[src/rtl/mem_access.sv]
// Memory-access pipeline stage: byte/halfword/word loads and stores over a
// big-endian req/ack bus, with registered write-back results and stall request.
module mem_access #(
  parameter int TIMEOUT = 255
) (
  input  logic        clk,
  input  logic        rst,
  input  logic        ex_valid_i,
  input  logic [4:0]  ex_wd_i,
  input  logic        ex_wreg_i,
  input  logic [31:0] ex_wdata_i,
  input  logic [3:0]  ex_memop_i,
  input  logic [31:0] ex_memaddr_i,
  input  logic [31:0] ex_memdata_i,
  output logic        stallreq_o,
  output logic        bus_req_o,
  output logic        bus_we_o,
  output logic [31:0] bus_addr_o,
  output logic [3:0]  bus_sel_o,
  output logic [31:0] bus_wdata_o,
  input  logic [31:0] bus_rdata_i,
  input  logic        bus_ack_i,
  output logic        wb_valid_o,
  output logic [4:0]  wb_wd_o,
  output logic        wb_wreg_o,
  output logic [31:0] wb_wdata_o,
  output logic        excp_o,
  output logic [1:0]  excp_code_o,
  output logic [31:0] badaddr_o
);
  typedef enum logic {IDLE, BUSY} state_t;
  localparam int CW = (TIMEOUT > 1) ? $clog2(TIMEOUT + 1) : 1;

  state_t      r_state, w_state_next;
  logic [CW-1:0] r_cnt;
  logic [3:0]  r_op;
  logic [4:0]  r_wd;
  logic        r_wreg, r_we;
  logic [31:0] r_addr, r_wdata;
  logic [3:0]  r_sel;
  logic        r_wb_valid, r_wb_wreg, r_excp;
  logic [4:0]  r_wb_wd;
  logic [31:0] r_wb_wdata, r_badaddr;
  logic [1:0]  r_excp_code;

  logic        w_ld, w_st, w_byte, w_half, w_word, w_misal, w_timeout, w_busy;
  logic [3:0]  w_sel;
  logic [31:0] w_sdata, w_ldata;
  logic [7:0]  w_lbyte;
  logic [15:0] w_lhalf;

  assign w_ld    = (ex_memop_i >= 4'd1) && (ex_memop_i <= 4'd5);
  assign w_st    = (ex_memop_i >= 4'd6) && (ex_memop_i <= 4'd8);
  assign w_byte  = (ex_memop_i == 4'd1) || (ex_memop_i == 4'd2) || (ex_memop_i == 4'd6);
  assign w_half  = (ex_memop_i == 4'd3) || (ex_memop_i == 4'd4) || (ex_memop_i == 4'd7);
  assign w_word  = (ex_memop_i == 4'd5) || (ex_memop_i == 4'd8);
  assign w_misal = (w_half && ex_memaddr_i[0]) || (w_word && (ex_memaddr_i[1:0] != 2'b00));

  // Big-endian: the lowest byte address maps to the most significant lane.
  always_comb begin
    w_sel   = 4'b1111;
    w_sdata = ex_memdata_i;
    if (w_byte) begin
      w_sel   = 4'b1000 >> ex_memaddr_i[1:0];
      w_sdata = {4{ex_memdata_i[7:0]}};
    end else if (w_half) begin
      w_sel   = ex_memaddr_i[1] ? 4'b0011 : 4'b1100;
      w_sdata = {2{ex_memdata_i[15:0]}};
    end
  end

  always_comb begin
    w_lbyte = 8'd0;
    case (r_addr[1:0])
      2'd0: w_lbyte = bus_rdata_i[31:24];
      2'd1: w_lbyte = bus_rdata_i[23:16];
      2'd2: w_lbyte = bus_rdata_i[15:8];
      default: w_lbyte = bus_rdata_i[7:0];
    endcase
    w_lhalf = r_addr[1] ? bus_rdata_i[15:0] : bus_rdata_i[31:16];
    case (r_op)
      4'd1: w_ldata = {{24{w_lbyte[7]}}, w_lbyte};
      4'd2: w_ldata = {24'd0, w_lbyte};
      4'd3: w_ldata = {{16{w_lhalf[15]}}, w_lhalf};
      4'd4: w_ldata = {16'd0, w_lhalf};
      default: w_ldata = bus_rdata_i;
    endcase
  end

  assign w_timeout = (TIMEOUT != 0) && (r_cnt == CW'(TIMEOUT - 1)) && !bus_ack_i;
  assign w_busy    = (r_state == BUSY);

  always_comb begin
    w_state_next = r_state;
    case (r_state)
      IDLE: if (ex_valid_i && (w_ld || w_st) && !w_misal) w_state_next = BUSY;
      BUSY: if (bus_ack_i || w_timeout) w_state_next = IDLE;
      default: w_state_next = IDLE;
    endcase
  end

  always_ff @(posedge clk) begin
    if (rst) begin
      r_state     <= IDLE;
      r_cnt       <= '0;
      r_op        <= 4'd0;
      r_wd        <= 5'd0;
      r_wreg      <= 1'b0;
      r_we        <= 1'b0;
      r_addr      <= 32'd0;
      r_wdata     <= 32'd0;
      r_sel       <= 4'd0;
      r_wb_valid  <= 1'b0;
      r_wb_wd     <= 5'd0;
      r_wb_wreg   <= 1'b0;
      r_wb_wdata  <= 32'd0;
      r_excp      <= 1'b0;
      r_excp_code <= 2'd0;
      r_badaddr   <= 32'd0;
    end else begin
      r_state     <= w_state_next;
      r_wb_valid  <= 1'b0;
      r_wb_wd     <= 5'd0;
      r_wb_wreg   <= 1'b0;
      r_wb_wdata  <= 32'd0;
      r_excp      <= 1'b0;
      r_excp_code <= 2'd0;
      r_badaddr   <= 32'd0;
      if (!w_busy) begin
        r_cnt <= '0;
        if (ex_valid_i) begin
          if (!(w_ld || w_st)) begin
            r_wb_valid <= 1'b1;
            r_wb_wd    <= ex_wd_i;
            r_wb_wreg  <= ex_wreg_i;
            r_wb_wdata <= ex_wdata_i;
          end else if (w_misal) begin
            r_wb_valid  <= 1'b1;
            r_wb_wd     <= ex_wd_i;
            r_excp      <= 1'b1;
            r_excp_code <= w_ld ? 2'b01 : 2'b10;
            r_badaddr   <= ex_memaddr_i;
          end else begin
            r_op    <= ex_memop_i;
            r_wd    <= ex_wd_i;
            r_wreg  <= ex_wreg_i;
            r_we    <= w_st;
            r_addr  <= ex_memaddr_i;
            r_sel   <= w_sel;
            r_wdata <= w_sdata;
          end
        end
      end else if (bus_ack_i) begin
        r_wb_valid <= 1'b1;
        r_wb_wd    <= r_wd;
        r_wb_wreg  <= r_we ? 1'b0 : r_wreg;
        r_wb_wdata <= r_we ? 32'd0 : w_ldata;
      end else if (w_timeout) begin
        r_wb_valid  <= 1'b1;
        r_wb_wd     <= r_wd;
        r_excp      <= 1'b1;
        r_excp_code <= 2'b11;
        r_badaddr   <= r_addr;
      end else begin
        r_cnt <= r_cnt + 1'b1;
      end
    end
  end

  // Bus signals are gated by BUSY so reset drops them on the same edge as the state.
  assign stallreq_o  = w_busy;
  assign bus_req_o   = w_busy;
  assign bus_we_o    = w_busy & r_we;
  assign bus_addr_o  = w_busy ? {r_addr[31:2], 2'b00} : 32'd0;
  assign bus_sel_o   = w_busy ? r_sel : 4'd0;
  assign bus_wdata_o = w_busy ? r_wdata : 32'd0;
  assign wb_valid_o  = r_wb_valid;
  assign wb_wd_o     = r_wb_wd;
  assign wb_wreg_o   = r_wb_wreg;
  assign wb_wdata_o  = r_wb_wdata;
  assign excp_o      = r_excp;
  assign excp_code_o = r_excp_code;
  assign badaddr_o   = r_badaddr;
endmodule

[config.mk]
export PLATFORM = sky130hd
export DESIGN_NAME = mem_access
export DESIGN_NICKNAME = d
export VERILOG_FILES = /design/src/rtl/mem_access.sv
export SDC_FILE = /design/constraint.sdc
export NUM_CORES = 1
export LEC_CHECK = 0
export ABC_AREA = 1
export ABC_CLOCK_PERIOD_IN_PS = 3300
export CAP_MARGIN = 0
export CORE_MARGIN = 2
export CORE_UTILIZATION = 50
export DETAILED_ROUTE_END_ITERATION = 8
export PLACE_DENSITY = 0.92
export REMOVE_ABC_BUFFERS = 1
export SLEW_MARGIN = 15
export SYNTH_ARGS = -nofsm -noshare
export SYNTH_HDL_FRONTEND = slang
export SYNTH_SLANG_ARGS = --single-unit
[constraint.sdc]
create_clock -name clk -period 3.3 [get_ports clk]
set_input_delay 0.495 -clock clk [delete_from_list [all_inputs] [get_ports clk]]
set_output_delay 0.495 -clock clk [all_outputs]
set_load 0.005 [all_outputs]
### Word-level counts from Yosys, hierarchy flattened

Cells that the tools add are included.

* $add $sub $neg: 1
* magnitude comparators: 4
* equal/unequal tests: 15
* shift operators: 1
* mux-type cells: 53
* bitwise logic cells: 5
* reductions and logical operators: 22

Operators with widths (count)
* 2-to-1 mux 32 bit: 15
* one-hot mux 32 bit (4 select lines): 1
* 2-to-1 mux 5 bit: 6
* one-hot mux 8 bit (3 select lines): 1
* equality test 4 x 3 -> 1 bit, second input constant: 5
* 2-to-1 mux 1 bit: 17
* equality test 4 x 2 -> 1 bit, second input constant: 4
* 2-to-1 mux 16 bit: 1
* 2-to-1 mux 4 bit: 4
* 2-to-1 mux 2 bit: 7
* adder 8 x 1 -> 8 bit, second input constant: 1
* equality test 4 x 1 -> 1 bit, second input constant: 2
* equality test 8 bit, second input constant: 1
* logical OR 1 bit: 8
* logical AND 1 bit: 7
* equality test 4 bit, second input constant: 1
* >= comparator 4 x 1 -> 1 bit, second input constant: 1
* >= comparator 4 x 3 -> 1 bit, second input constant: 1
* less-or-equal comparator 4 x 3 -> 1 bit, second input constant: 1
* less-or-equal comparator 4 bit, second input constant: 1
* NOT 1 bit: 4
* AND reduction 4 bit: 1
* >> shifter 4 x 2 -> 4 bit, first input constant: 1
* equality test 2 x 1 -> 1 bit, second input constant: 1
* 8 further kinds: 9

* bits in registers: 162
* input bits: 142
* output and inout bits: 145
* logic and storage cells: 117

### Logic depth before layout (Yosys ltp)

Gate-level depths: netlist (run 1).

* depth after elaboration: 9
* gate-level depth with buffers: 11
* gate-level depth less buffers: 10

### Least setup slack after synthesis (run 1)

Ideal clock, no wire load.

* path kind: register to output
* from: register r_state, in the netlist bus_req_o
* to: output bus_sel_o[0]
* arrival time: 1235 ps
* required time: 2805 ps
* setup slack: 1570 ps
* cell stages (with the launch flop): 6
* path buffers: 3
* cell sequence: dfxtp_1 > clkbuf_1 > clkbuf_1 > buf_1 > nand2_1 > inv_1

* longest elaborated chain between the ends: 1

RTL lines
* from (decl): line 34 `state_t r_state, w_state_next;`
* from (signal assigned): line 121 `r_state <= w_state_next;`
* 2-to-1 mux 4 bit: line 175 `assign bus_sel_o = w_busy ? r_sel : 4'd0;`
* to (decl): line 19 `output logic [3:0] bus_sel_o,`

No other way between the ends.

### Final worst setup path (run 1)

* from: register r_state, in the netlist bus_req_o
* to: output bus_wdata_o[2]

* longest elaborated chain between the ends: 1

RTL lines
* 2-to-1 mux 32 bit: line 176 `assign bus_wdata_o = w_busy ? r_wdata : 32'd0;`
* to (decl): line 20 `output logic [31:0] bus_wdata_o,`

No other way between the ends.

==> results.txt, run 1 <==
Post-Syn Instances = 1,373
H-tree Lvls = 4
First-pass GRT wire length = 41.3 mm
CTS Buffer Depth = 2
CP Cell Sequence = buf_4, nand2_1, inv_1, clkdlybuf4s50_1
Met2 GRT Util = 0.484
Period Utilization, post-route = 0.788
Setup ws final = 701 ps
RSZ-0062 raised after global routing = no
Final Slew Violations = 0
Switching pwr = 1.41 mW
Vias = 9,211
Fin. Hold Viols = 0
M1 GR Usage = 0.340
Initial antenna violation count = 0
DPL Wire Length = 17.5 mm
TritonCTS clock tree = yes
Setup TNS = 0 ps
Worst setup EP type = output port
Vias in the first global route = 8,790
DP Area = 0.0112 sq mm
Die Area = 0.0177 sq mm
Syn_area_per_cell = 6.05 sq um
Final setup violation count = 0
Worst vdd ir = 0.391 mV
Final instance area = 0.0118 sq mm
Core outline area = 0.0164 sq mm
Layout area overhead = 41.9%
Initial Util = 0.506
Grt peak-use layer = met2
Critical path peak fanout = 24
Worst Skew = 10.2 ps
Worst hold margin = 477 ps
Final wirelength = 25.4 mm
Worst endpoint required time = 2800 ps
Netlist Area Pre-Place = 0.00830 sq mm
GRT Total Usage = 0.287
Sequential share of power = 0.421
Int Pwr = 3.68 mW
Clk root buf = clkbuf_16
Post-cts sizing count = 0
Max capacitance violation total = 0
Setup Slack @ Placement = 621 ps
Sink Count = 162
Initial DRC Count = 635
Hold_buf cts = 0
Crit path kind = flip-flop to output port
Clk_lat worst skew = 430 ps
Die width = 133 um
Delay-heaviest family, CP = buffers and inverters
Outcome = completed
Relative slew margins = 0.298
Switch share = 0.277
Met3 Use GR = 0.0625
Clock buffer count from CTS = 17
Leakage = 5.80 nW
Least-Margin Pin Slew = 1050 ps
Placer Congestion = 0.884
Critical Path Source Type = flip-flop
Cell variety after synth = 28
Reg clk slew, reported paths = 60 ps
WP data arrival = 2100 ps
First drt pass iteration count = 7
DIE HEIGHT = 133 um
Nets = 1,756
Layout cells sized above 1 = 0.0443
Antenna Cells = 0
Drt drc = 0
Post-CTS setup buffer count = 0
FF+latch count, synth = 162
Tot Pwr = 5.09 mW
F_max = 0.385 GHz
Port-buffer cells = 284
Largest net degree at the start of global routing = 81
Clock share of power = 0.387
WP buf/inv = 3
DR vias/cell = 4.99
Slowest cell on crit path = dfxtp_2
Row count = 47
Ports = 287
Hold Crit Class = flip-flop to flip-flop
Comb power frac = 0.192
WL/cell = 13.8 um
Register area share after synthesis = 0.391
Syn. warnings = 0
Grt total ovfl = 0
Slowest Stage Delay on Critical Path = 610 ps
Cell area power density = 432 mW/mm^2
Min Tclk post-route = 2600 ps
Post-DRT Antenna Nets = 0
cell families (layout without fill, tap and decap cells):
group                      count (synthesis)  after routing  share of synthesized area
buffers and inverters                    286            537                      0.139
xor gates and xnor gates                   2              2                    0.00211
DFF                                      162            162                      0.391
AOI/OAI and AO/OA                        131            131                     0.0791
other                                      1              2                   0.000452
and+or+nand+nor                          789            789                      0.386
adders and majority gates                  2              2                    0.00301
flip-flops by register name, indices dropped and copies added, names as in the netlist:
name	cells
r_addr	32
r_cnt	8
r_op	4
excp_code_o	2
excp_o	1
bus_req_o	1
r_wdata	32
r_we	1
badaddr_o	32
wb_wdata_o	32
r_wd	5
r_wreg	1
r_sel	4
wb_valid_o	1
wb_wreg_o	1
wb_wd_o	5
cell type report:
cell class              count  area, sq um
fillers                  1282         4630
inverters                 207          777
multi-input cells         926         3920
repair buffers            298         2980
clock inverters             8          101
clock buffers              24          482
well taps                 220          275
flip-flops and latches    162         3240
per-layer routing:
metal,part of all wire,wire [um]
met1,0.40,10100
met2,0.48,12300
met3,0.074,1870
met4,0.045,1140
met5,0,0
per-stage QoR:
stage | std cells | utilization
3_3_place_gp | 1813 | 0.682
4_1_cts | 1845 | 0.718
6_report | 1845 | 0.718
3_5_place_dp | 1813 | 0.682
5_1_grt | 1845 | 0.718
2_1_floorplan | 1295 | -
synth_stat cells, drive strengths merged:
master	count	share of area
nand2	467	0.21
inv	207	0.094
nor2	186	0.086
dfxtp	162	0.39
nand3	117	0.072
a21oi	89	0.054
buf	48	0.031
o21ai	41	0.025
clkbuf	31	0.014
or2	9	0.0068
nor3	5	0.0042
nand4	4	0.0038
ha	2	0.0030
conb	1	0.00045
nor3b	1	0.00090
o22ai	1	0.00075
xnor2	1	0.0011
xor2	1	0.0011
worst register-to-register path: stages (launching register included):
cell and delay (ps):
dfxtp_1 810, buf_4 340, o21ai_0 120, nand3_1 140
nand3_2 240, nand2_2 370, nand3_1 150, a21oi_1 180
final timing paths:
kind / start / endpoint / slack [ps] / depth (start not counted)
setup / recovery: bus_req_o$_SDFF_PP0_ / bus_wdata_o[2] / 700 / 4
hold / removal: r_wreg$_SDFFE_PP0P_ / wb_wreg_o$_SDFF_PP0_ / 480 / 2
setup reg to reg: r_addr[1]$_SDFFE_PP0P_ / wb_wdata_o[28]$_SDFF_PP0_ / 870 / 7
hold reg to reg: r_wreg$_SDFFE_PP0P_ / wb_wreg_o$_SDFF_PP0_ / 480 / 2
placed cells by master, fill, tap and decap left out, types with 4 or more instances in the layout:
cell,n
buf_4,11
a21oi_1,89
clkdlybuf4s50_1,283
clkbuf_16,17
nand2_1,464
o21ai_0,39
nor2_1,181
clkbuf_1,4
inv_1,203
or2_2,9
nor2_2,5
inv_2,4
dfxtp_1,161
nand3_1,114
power by group through the flow:
stage          Sequential [mW]  Combinational (mW)  Clock [mW]
2_1_floorplan             2.18               0.505           0
3_3_place_gp              2.18               0.931           0
3_5_place_dp              2.18               0.961           0
4_1_cts                   2.14               0.971        1.99
5_1_grt                   2.16                1.09        2.08
6_report                  2.14               0.978        1.97
Power figures use the tool's default switching activity.
==> run 2, diff against run 1 <==
--- a/config.mk
+++ b/config.mk
@@ -6,12 +6,12 @@
 export NUM_CORES = 1
 export LEC_CHECK = 0
 export ABC_AREA = 1
-export ABC_CLOCK_PERIOD_IN_PS = 3300
+export ABC_CLOCK_PERIOD_IN_PS = 2430
 export CAP_MARGIN = 0
 export CORE_MARGIN = 2
-export CORE_UTILIZATION = 50
+export CORE_UTILIZATION = 46
 export DETAILED_ROUTE_END_ITERATION = 8
-export PLACE_DENSITY = 0.92
+export PLACE_DENSITY = 0.86
 export REMOVE_ABC_BUFFERS = 1
 export SLEW_MARGIN = 15
 export SYNTH_ARGS = -nofsm -noshare
==> constraint.sdc (replaced) <==
create_clock -name clk -period 2.43 [get_ports clk]
set_input_delay 0.3645 -clock clk [delete_from_list [all_inputs] [get_ports clk]]
set_output_delay 0.3645 -clock clk [all_outputs]
set_load 0.005 [all_outputs]
==> results.txt, run 2 (same netlist as run 1, synthesis figures left out) <==
Port-buffer cells = 284 (unchanged)
Die width = 138 um (was 133 um)
Nets = 1,769 (was 1,756)
Most frequent cells in the layout = nand2_1 (464), clkdlybuf4s50_1 (283), inv_1 (203), nor2_1 (181), dfxtp_1 (161) (unchanged)
Critical path peak fanout = 37 (was 24)
CP Cell Sequence = buf_4, nand2_1, inv_1, clkdlybuf4s50_1 (unchanged)
CTS Buffer Depth = 2 (unchanged)
Min-Delay Path Depth = 2 (unchanged)
R2R cell count = 7 (unchanged)
Filler cell count in the final layout = 1,551 (was 1,282)
Cell area power density = 592 mW/mm^2 (was 432 mW/mm^2)
DIE HEIGHT = 138 um (was 133 um)
Worst hold margin = 320 ps (was 477 ps)
Worst setup EP type = output port (unchanged)
Most common cell after layout, fill and taps aside = nand2_1 (unchanged)
Initial Util = 0.465 (was 0.506)
Final wirelength = 25.0 mm (was 25.4 mm)
WL/cell = 13.4 um (was 13.8 um)
Fin. Hold Viols = 0 (unchanged)
Post-cts sizing count = 0 (unchanged)
Least-Margin Pin Slew = 546 ps (was 1050 ps)
Worst vdd ir = 0.461 mV (was 0.391 mV)
Max capacitance violation total = 0 (unchanged)
Critical Path Source Type = flip-flop (unchanged)
Initial antenna violation count = 0 (unchanged)
Vias = 9,120 (was 9,211)
Reg clk slew, reported paths = 70 ps (was 60 ps)
Final setup violation count = 0 (unchanged)
Hold Path End = badaddr_o[25]$_SDFF_PP0_ (was wb_wreg_o$_SDFF_PP0_)
Setup ws final = 174 ps (was 701 ps)
Drt drc = 0 (unchanged)
DPL Wire Length = 17.5 mm (about the same)
F_max = 0.443 GHz
Min Tclk post-route = 2260 ps
Relative slew margins = 0.635 (was 0.298)
Largest net degree at the start of global routing = 58 (was 81)
Layout area overhead = 43.9% (was 41.9%)
Slowest cell on crit path = clkdlybuf4s50_1 (was dfxtp_2)
Antenna Cells = 0 (unchanged)
Final Slew Violations = 0 (unchanged)
Vias in the first global route = 8,645 (was 8,790)
Storage element area = 0.00324 sq mm (unchanged)
Crit path kind = flip-flop to output port (unchanged)
WP data arrival = 1890 ps (was 2100 ps)
RSZ-0062 raised after global routing = no (unchanged)
Post-DRT Antenna Nets = 0 (unchanged)
Die Area = 0.0191 sq mm (was 0.0177 sq mm)
Slowest Stage Delay on Critical Path = 520 ps (was 610 ps)
Post-CTS setup buffer count = 0 (unchanged)
Setup slack, reg-to-reg = 400 ps (was 870 ps)
Worst Skew = 9.04 ps (was 10.2 ps)
Worst hold start = rst (was r_wreg$_SDFFE_PP0P_)
TritonCTS clock tree = yes (unchanged)
First drt pass iteration count = 5 (was 7)
Setup TNS = 0 ps (unchanged)
Initial DRC Count = 461 (was 635)
First-pass GRT wire length = 41.4 mm (was 41.3 mm)
Period Utilization, post-route = 0.928
Clock buffer count from CTS = 17 (unchanged)
Setup Slack @ Placement = 170 ps (was 621 ps)
Delay-heaviest family, CP = buffers and inverters (unchanged)
RR Endpoint = wb_wdata_o[24]$_SDFF_PP0_ (was wb_wdata_o[28]$_SDFF_PP0_)
Hold_buf cts = 0 (unchanged)
Multi-input gate area = 0.00392 sq mm (about the same)
Placer Congestion = 0.891 (was 0.884)
Hold Crit Class = input pin to flip-flop (was flip-flop to flip-flop)
GRT Total Usage = 0.260 (was 0.287)
Core Util, Final = 0.670 (was 0.718)
Worst endpoint required time = 2070 ps (was 2800 ps)
Worst r2r src = r_addr[0]$_SDFFE_PP0P_ (was r_addr[1]$_SDFFE_PP0P_)
Clk_lat worst skew = 430 ps (about the same)
Ports = 287 (unchanged)
Outcome = completed (unchanged)
Row count = 49 (was 47)
DR vias/cell = 4.88 (was 4.99)
Clk root buf = clkbuf_16 (unchanged)
Grt total ovfl = 0 (unchanged)
Core outline area = 0.0178 sq mm (was 0.0164 sq mm)
Layout cells sized above 1 = 0.0525 (was 0.0443)
Leakage = 5.89 nW (was 5.80 nW)
H-tree Lvls = 4 (unchanged)
Tot Pwr = 7.07 mW (was 5.09 mW)
WP buf/inv = 3 (unchanged)
Sink Count = 162 (unchanged)
run 2: changes by cell type in the layout (fill, tap and decap cells not counted), moves of 2 or more:
cell / previous run / this run
clkbuf_1: 4 / 2
clkinvlp_4: 3 / 1
buf_12: 3 / 5
clkinv_4: 0 / 4
buf_4: 11 / 22
run 2: worst reg2reg max path, stage by stage (launching register included):
cell and delay [ps]:
dfxtp_1 630, nand2_1 100, inv_1 270, nand2_1 140, nand3_2 230, nand2_2 280, nand3_1 180, a21oi_1 70
run 2: where the power goes:
| part | internal, mW | total (mW) | switching (mW) |
|---|---|---|---|
| sequential | 2.82 | 2.90 | 0.0818 |
| combinational | 0.617 | 1.37 | 0.748 |
| clock | 1.68 | 2.81 | 1.12 |
| total | 5.12 | 7.07 | 1.95 |
run 2: layout make-up:
class / instances / share of cell area
clock buffers: 21 / 0.0385
clock inverters: 11 / 0.0129
inverters: 207 / 0.0650
multi-input cells: 926 / 0.328
flip-flops and latches: 162 / 0.272
well taps: 229 / 0.0240
repair buffers: 311 / 0.260
run 2: routing by layer:
metal  GRT usage  up-vias  wire length (um)
li1            -     4630                 -
met1       0.317     4057             10600
met2       0.436      374             11900
met3      0.0575       59              1690
met4       0.129        0               930
met5           0        -                 0
run 2: how the worst max path moves through the flow:
stage	startpoint	endpoint	slack, ps	depth (start not counted)
finish	bus_req_o$_SDFF_PP0_	bus_addr_o[11]	170	4
global route	bus_req_o$_SDFF_PP0_	bus_addr_o[2]	50	4
CTS	bus_req_o$_SDFF_PP0_	bus_sel_o[1]	140	4
detailed placement	ex_memop_i[1]	r_wd[0]$_SDFFE_PP0P_	170	10
global placement	ex_memop_i[1]	r_op[1]$_SDFFE_PP0P_	280	9
floorplan	bus_req_o$_SDFF_PP0_	bus_req_o$_SDFF_PP0_	-2300	5
run 2: metrics by stage:
stage	area, sq um	std cells
final	11900	1867
after global placement	11300	1835
after floorplan	7930	1295
after CTS	11900	1867
after detailed placement	11300	1835
after global routing	11900	1867
==> run 3, diff against run 2 <==
--- a/config.mk
+++ b/config.mk
@@ -11,6 +11,7 @@
 export CORE_MARGIN = 2
 export CORE_UTILIZATION = 46
 export DETAILED_ROUTE_END_ITERATION = 8
+export HOLD_SLACK_MARGIN = 0.12
 export PLACE_DENSITY = 0.86
 export REMOVE_ABC_BUFFERS = 1
 export SLEW_MARGIN = 15
==> results of run 3 <==
Same layout as run 2: the final DEF is identical, and so are final timing and power.
